**config.mk**
```make
export PLATFORM = sky130hd
export DESIGN_NAME = rx_descrambler
export DESIGN_NICKNAME = d
export VERILOG_FILES = /design/src/rtl/rx_descrambler.sv
export SDC_FILE = /design/constraint.sdc
export NUM_CORES = 1
export LEC_CHECK = 0
export ABC_AREA = 1
export ABC_CLOCK_PERIOD_IN_PS = 2400
export CORE_ASPECT_RATIO = 2
export CORE_MARGIN = 5
export CORE_UTILIZATION = 51
export DETAILED_ROUTE_END_ITERATION = 16
export PLACE_DENSITY = 0.8
export SETUP_SLACK_MARGIN = 0.15
export SLEW_MARGIN = 0
export SYNTH_ARGS = -nofsm -noshare
export SYNTH_HDL_FRONTEND = slang
export SYNTH_SLANG_ARGS = --single-unit
```
**constraint.sdc**
```tcl
create_clock -name pclk -period 2.4 [get_ports pclk]
set_input_delay 0.48 -clock pclk [delete_from_list [all_inputs] [get_ports pclk]]
set_output_delay 0.48 -clock pclk [all_outputs]
set_load 0.03 [all_outputs]
```
**src/rtl/rx_descrambler.sv**
```systemverilog
// Gen1/Gen2 receive descrambler: 16-bit Galois LFSR (x^16+x^5+x^4+x^3+1), reseeded on COM,
// processing 1/2/4 symbols per pclk with registered outputs.
module rx_descrambler #(
   parameter logic [15:0] SEED    = 16'hFFFF,
   parameter logic [7:0]  COM_SYM = 8'hBC,
   parameter logic [7:0]  SKP_SYM = 8'h1C
) (
   input  logic        pclk,
   input  logic        reset_n,
   input  logic        turnOff,
   input  logic [5:0]  PIPEWIDTH,
   input  logic [31:0] rxDataIn,
   input  logic [3:0]  rxDataK,
   input  logic        rxDataValid,
   output logic [31:0] descramblerDataOut,
   output logic [3:0]  descramblerDataK,
   output logic        descramblerDataValid,
   output logic        lfsrLocked
);

   localparam logic [15:0] TAPS = 16'h0039;

   logic [15:0] lfsr_q, lfsr_d;
   logic [31:0] data_q, data_d;
   logic [3:0]  k_q, k_d;
   logic        valid_q, valid_d;
   logic        locked_q, locked_d;

   logic [3:0]  lane_en;
   logic [31:0] byte_mask;
   logic [15:0] chain;
   logic [7:0]  sym;
   logic [7:0]  key;

   function automatic logic [15:0] step8(input logic [15:0] s);
      logic [15:0] r;
      r = s;
      for (int unsigned j = 0; j < 8; j++) begin
         r = {r[14:0], 1'b0} ^ (r[15] ? TAPS : '0);
      end
      return r;
   endfunction

   // Keystream bit j is the LFSR MSB just before the j-th shift.
   function automatic logic [7:0] key_byte(input logic [15:0] s);
      logic [15:0] r;
      logic [7:0]  kb;
      r  = s;
      kb = '0;
      for (int unsigned j = 0; j < 8; j++) begin
         kb[j] = r[15];
         r     = {r[14:0], 1'b0} ^ (r[15] ? TAPS : '0);
      end
      return kb;
   endfunction

   always_comb begin
      unique case (PIPEWIDTH)
         6'd8:    lane_en = 4'b0001;
         6'd16:   lane_en = 4'b0011;
         6'd32:   lane_en = 4'b1111;
         default: lane_en = 4'b0000;
      endcase
      for (int unsigned i = 0; i < 4; i++) begin
         byte_mask[8*i +: 8] = {8{lane_en[i]}};
      end
   end

   always_comb begin
      lfsr_d   = lfsr_q;
      data_d   = '0;
      k_d      = '0;
      valid_d  = rxDataValid;
      locked_d = locked_q;
      chain    = lfsr_q;
      sym      = '0;
      key      = '0;
      if (rxDataValid) begin
         // Unsupported widths still forward the full K flags.
         k_d = (lane_en == '0) ? rxDataK : (rxDataK & lane_en);
         if (turnOff) begin
            data_d = rxDataIn & byte_mask;
         end else if (lane_en != '0) begin
            for (int unsigned i = 0; i < 4; i++) begin
               if (lane_en[i]) begin
                  sym = rxDataIn[8*i +: 8];
                  key = key_byte(chain);
                  if (rxDataK[i] && (sym == COM_SYM)) begin
                     data_d[8*i +: 8] = sym;
                     chain            = SEED;
                     locked_d         = 1'b1;
                  end else if (rxDataK[i] && (sym == SKP_SYM)) begin
                     data_d[8*i +: 8] = sym;
                  end else if (rxDataK[i]) begin
                     data_d[8*i +: 8] = sym;
                     chain            = step8(chain);
                  end else begin
                     data_d[8*i +: 8] = sym ^ key;
                     chain            = step8(chain);
                  end
               end
            end
            lfsr_d = chain;
         end
      end
   end

   always_ff @(posedge pclk or negedge reset_n) begin
      if (!reset_n) begin
         lfsr_q   <= SEED;
         data_q   <= '0;
         k_q      <= '0;
         valid_q  <= 1'b0;
         locked_q <= 1'b0;
      end else begin
         lfsr_q   <= lfsr_d;
         data_q   <= data_d;
         k_q      <= k_d;
         valid_q  <= valid_d;
         locked_q <= locked_d;
      end
   end

   assign descramblerDataOut   = data_q;
   assign descramblerDataK     = k_q;
   assign descramblerDataValid = valid_q;
   assign lfsrLocked           = locked_q;

endmodule

```
==> results.json, run 1 <==
{
  "grt_max_degree": 37,
  "failed_stage": "global routing",
  "root_buffer": "clkbuf_16",
  "gp_congestion": 1.07,
  "yosysUniqueCellTypes": 46,
  "yosysWarnings": 0,
  "synth_top_area_share_pct": 22.6,
  "overflow": 969,
  "grt_use_total_pct": 90.4,
  "worstEndpointType": "register data pin",
  "syn-num-nets": 1037,
  "synth.largest_area_cell": "nand2_1",
  "initial_core_util_pct": 51.5,
  "htree_levels": 2,
  "die_h_um": 163,
  "synth-seq-cells": 54,
  "cts_hold_buffers": 0,
  "status": "aborted with a tool error",
  "place_worst_setup_slack_ns": -1.29,
  "port_buffers": 83,
  "die_w_um": 86.7,
  "postGrtWorstEndpoint": "lfsr_q[8]$_DFFE_PN1P_/D",
  "io-pin-count": 84,
  "synth_cells": 991,
  "syn_area_per_cell_um2": 6.05,
  "core.rowCount": 56,
  "netlist_area_um2": 6000,
  "cts_sinks": 54,
  "cts_buffers": 5,
  "cts.path.max_buffers": 2,
  "dp_hpwl_um": 21200,
  "ys_seq_area_share_pct": 22.9,
  "synth.area.top_cells": "nand2_1 (23%), dfrtp_1 (16%), nand3_1 (9.4%)",
  "toolErrorMsg": "[ERROR GRT-0232] Routing congestion too high. Check the congestion heatmap in the GUI."
}
[stage by stage]
step / cells / instance area, um^2
4_1_cts: 1489 / 10400
3_3_place_gp: 1433 / 8930
2_1_floorplan: 991 / 6260
3_5_place_dp: 1433 / 8930
[synth_stat cells (all sizes together)]
| cell | count |
|---|---|
| nand2 | 390 |
| nand3 | 145 |
| inv | 119 |
| nor2 | 70 |
| o21ai | 50 |
| a21oi | 48 |
| dfrtp | 38 |
| buf | 19 |
| xor2 | 19 |
| dfstp | 16 |
| nor3 | 16 |
| xnor2 | 10 |
| clkbuf | 8 |
| nand4 | 7 |
| nor4 | 6 |
| a21boi | 5 |
| or2 | 4 |
| o211ai | 3 |
| o21bai | 3 |
| o22ai | 3 |
| a211oi | 2 |
| a31oi | 2 |
| clkinv | 2 |
| nand2b | 2 |
| nand3b | 2 |
| and2 | 1 |
| and3 | 1 |
[layer usage]
metal / track usage, % / GRT overflow
met1: 79.7 / 6
met3: 59.1 / 3
met5: 16.3 / 0
met4: 107 / 220
met2: 123 / 740
[cells by family after synthesis]
kind of cell	after synthesis	share of synthesized area [%]
AO/OA/AOI/OAI	116	11.5
XOR/XNOR	29	4.24
buffers and inverters	148	10.3
flip-flops	54	22.9
AND/OR/NAND/NOR	644	51.2
[what timing repair did]
item,4_1_cts
endpoints found under the setup margin,35
setup buffers,47
cloned,1
resized for setup,324
pin swaps,139
==> inputs of run 2 (changes only) <==
--- a/config.mk
+++ b/config.mk
@@ -6,13 +6,11 @@
 export NUM_CORES = 1
 export LEC_CHECK = 0
 export ABC_AREA = 1
-export ABC_CLOCK_PERIOD_IN_PS = 2400
-export CORE_ASPECT_RATIO = 2
+export ABC_CLOCK_PERIOD_IN_PS = 3100
 export CORE_MARGIN = 5
-export CORE_UTILIZATION = 51
+export CORE_UTILIZATION = 40
 export DETAILED_ROUTE_END_ITERATION = 16
-export PLACE_DENSITY = 0.8
-export SETUP_SLACK_MARGIN = 0.15
+export PLACE_DENSITY_LB_ADDON = 0.15
 export SLEW_MARGIN = 0
 export SYNTH_ARGS = -nofsm -noshare
 export SYNTH_HDL_FRONTEND = slang
==> constraint.sdc (replaced) <==
create_clock -name pclk -period 3.1 [get_ports pclk]
set_input_delay 0.62 -clock pclk [delete_from_list [all_inputs] [get_ports pclk]]
set_output_delay 0.62 -clock pclk [all_outputs]
set_load 0.03 [all_outputs]
==> run 2 against run 1 <==
The run now ends clean. Synthesized area did not move. Synthesized cell count unchanged.
==> results.json, run 2 <==
{
  "initial_core_util_pct": 40.9,
  "hp-class": "in2async",
  "layout_common_cells": "nand2_1 (272), buf_4 (246), inv_1 (88)",
  "crit_fanout": 6,
  "die_w_um": 132,
  "r2r_slack_ns": 0.15,
  "synth_xor_area_share_pct": 4.24,
  "placedCellCount": 1424,
  "cts.path.max_buffers": 2,
  "via_per_inst": 5.22,
  "synth.area.top_cells": "nand2_1 (23%), dfrtp_1 (16%), nand3_1 (9.4%)",
  "startpoint": "PIPEWIDTH[4]",
  "drive_gt1_share_pct": 44.7,
  "synth-seq-cells": 54,
  "synth_top_family_by_area": "simple AND/OR/NAND/NOR gates",
  "gp_congestion": 0.986,
  "drt-initial-drc-count": 582,
  "grt_use_total_pct": 26.8,
  "ys_seq_area_share_pct": 22.9,
  "r2r_end": "lfsr_q[11]",
  "cts_buffers": 5,
  "final_core_util_pct": 69.7,
  "max_stage_delay_ns": 0.19,
  "netlist_area_um2": 6000,
  "yosysWarnings": 0,
  "port_buffers": 83,
  "die_h_um": 132,
  "num_vias": 7878,
  "cp.arrival_ns": 3.24,
  "synth_cells": 991,
  "ff_latch_area_um2": 1370,
  "required_ns": 3.35,
  "routedWlPerCell_um": 16.5,
  "setup_violations": 0,
  "r2r_start": "lfsr_q[15]",
  "synth-simple-area-share_pct": 51.2,
  "htree_levels": 2,
  "fin_crit_sh_pct": 96.5,
  "syn_area_per_cell_um2": 6.05,
  "dp_hpwl_um": 18200,
  "maxCapViolations": 0,
  "nets": 1371,
  "io-pin-count": 84,
  "synth.largest_area_cell": "nand2_1",
  "irDropWorstVdd_uv": 254,
  "drtPass1Iterations": 6,
  "synth-async-reset-ratio_pct": 100,
  "ys_top_cells_by_count": "nand2_1 (361), nand3_1 (113), inv_1 (102), nor2_1 (55), a21oi_1 (43)",
  "core.rowCount": 44,
  "cts_tree": "yes",
  "clk_latency_ns": 0.32,
  "grt_pass1_wl_um": 37900,
  "ant_nets": 0,
  "antenna_found_initial": 0,
  "muxShareOfSynthArea_pct": 0,
  "synth_fa_ha_area_share_pct": 0,
  "power_density_nw_per_um2": 417,
  "synth-edff-count": 0,
  "power_leakage_uw": 0.00541,
  "reg2reg_depth": 23,
  "place_area_um2": 8350,
  "stdcell_count": 1510,
  "final_common_cell": "nand2_1",
  "critPathSlowestCell": "nor2_4",
  "yosysMostFrequentCell": "nand2_1",
  "wl_um": 25000,
  "largest_reg_flops": 32,
  "grt_pass1_vias": 7257,
  "p_total_uw": 4260,
  "start_kind": "primary input",
  "fill_cells": 1205,
  "overflow": 0,
  "crit_path_end": "lfsr_q[4]",
  "timing.fmax_mhz": 334,
  "cts_hold_buffers": 0,
  "syn-num-nets": 1037,
  "route.detailed.drc": 0,
  "core-area_um2": 14600,
  "slew_headroom_pct": 55.7,
  "slew_viol_final": 0,
  "diodes": 0,
  "status": "complete, no violations",
  "max_slew.worst_pin.slew_ns": 0.662,
  "post-route-min-period_ns": 2.99,
  "hold_viol": 0,
  "cts.reportedPaths.clkPinSlew_ns": 0.07,
  "crit_top_cell": "nand2_4",
  "synth_ff_type": "dfrtp_1",
  "cts_sinks": 54,
  "multi_input_comb_area_um2": 5000,
  "dieArea_um2": 17500,
  "grt_max_degree": 33,
  "skew_ns": 0.00506,
  "yosysUniqueCellTypes": 46,
  "synth_compound_area_share_pct": 11.5,
  "timing_worst_setup_path_type": "in2reg",
  "area_growth_syn_to_layout_pct": 70.1,
  "finalInstanceArea_um2": 10200,
  "synth_top_area_share_pct": 22.6,
  "root_buffer": "clkbuf_16",
  "cp-end-kind": "flop"
}
==> run 2: worst min-delay path by stage <==
stage                          start  cells past startpoint                    end  slack (ns)
after floorplan              reset_n                      0    descramblerDataK[0]        0.32
after global placement    lfsrLocked                      1             lfsrLocked        0.46
final                        reset_n                      1  descramblerDataOut[5]        0.30
after detailed placement  lfsrLocked                      1             lfsrLocked        0.47
after global routing         reset_n                      1             lfsrLocked        0.33
after CTS                    reset_n                      1  descramblerDataOut[5]        0.31
==> run 2: cell families (layout without fill, tap and decap cells) <==
kind of cell	Yosys count	in the layout
buffers and inverters	148	482
AND/OR/NAND/NOR	644	645
flip-flops	54	54
XOR/XNOR	29	29
AO/OA/AOI/OAI	116	116
==> run 2: stage by stage <==
stage / hold WS (ns) / setup slack (ns) / TNS (ns)
2_1_floorplan: 0.324 / 0.329 / 0
3_3_place_gp: 0.465 / -0.715 / -13.54
3_5_place_dp: 0.475 / -0.757 / -14.47
4_1_cts: 0.308 / 0.000865 / 0
5_1_grt: 0.331 / -0.0542 / -0.362
6_report: 0.301 / 0.109 / 0
==> run 2: where the power goes <==
| group | total, uW | internal, uW | switching [uW] |
|---|---|---|---|
| Sequential | 865 | 782 | 82.5 |
| Clock | 715 | 421 | 293 |
| Combinational | 2680 | 1180 | 1490 |
==> run 2: final cells by class <==
type,instances,share of cell area [%]
multi-input combinational,790,49.0
timing repair buffer,353,28.8
sequential,54,13.4
inverter,121,4.65
tap,184,2.26
clock buffer,8,1.85
==> run 2: worst max-delay path: cells and delay by family <==
family | cells | cell delay (ns)
compound gates | 2 | 0.35
simple gates | 18 | 1.54
buf+inv | 6 | 0.72
==> run 2: per-layer routing <==
layer  share of wire [%]  wire length, um  track usage, %  up-vias
li1                    -                -               -     3845
met1                  42            10400            35.4     3644
met3                 6.6             1650            3.64       65
met5                   0                0               0        -
met4                 3.9              971            10.1        0
met2                  48            12000            44.6      324
==> run 2: repair_timing <==
item | in CTS | in global routing
buffers inserted | 49 | 28
setup endpoints to repair | 24 | 26
resized for setup | 128 | 218
cloned | 1 | 0
pin swaps | 62 | 108
Note: power is estimated with default switching activity, not from simulation.
==> inputs of run 3 (changes only) <==
--- a/config.mk
+++ b/config.mk
@@ -9,6 +9,7 @@
 export ABC_CLOCK_PERIOD_IN_PS = 3100
 export CORE_MARGIN = 5
 export CORE_UTILIZATION = 40
+export CTS_BUF_LIST = sky130_fd_sc_hd__clkbuf_8 sky130_fd_sc_hd__clkbuf_16
 export DETAILED_ROUTE_END_ITERATION = 16
 export PLACE_DENSITY_LB_ADDON = 0.15
 export SLEW_MARGIN = 0
==> results of run 3 <==
No change in the layout: final DEF, timing and power equal those of run 2.
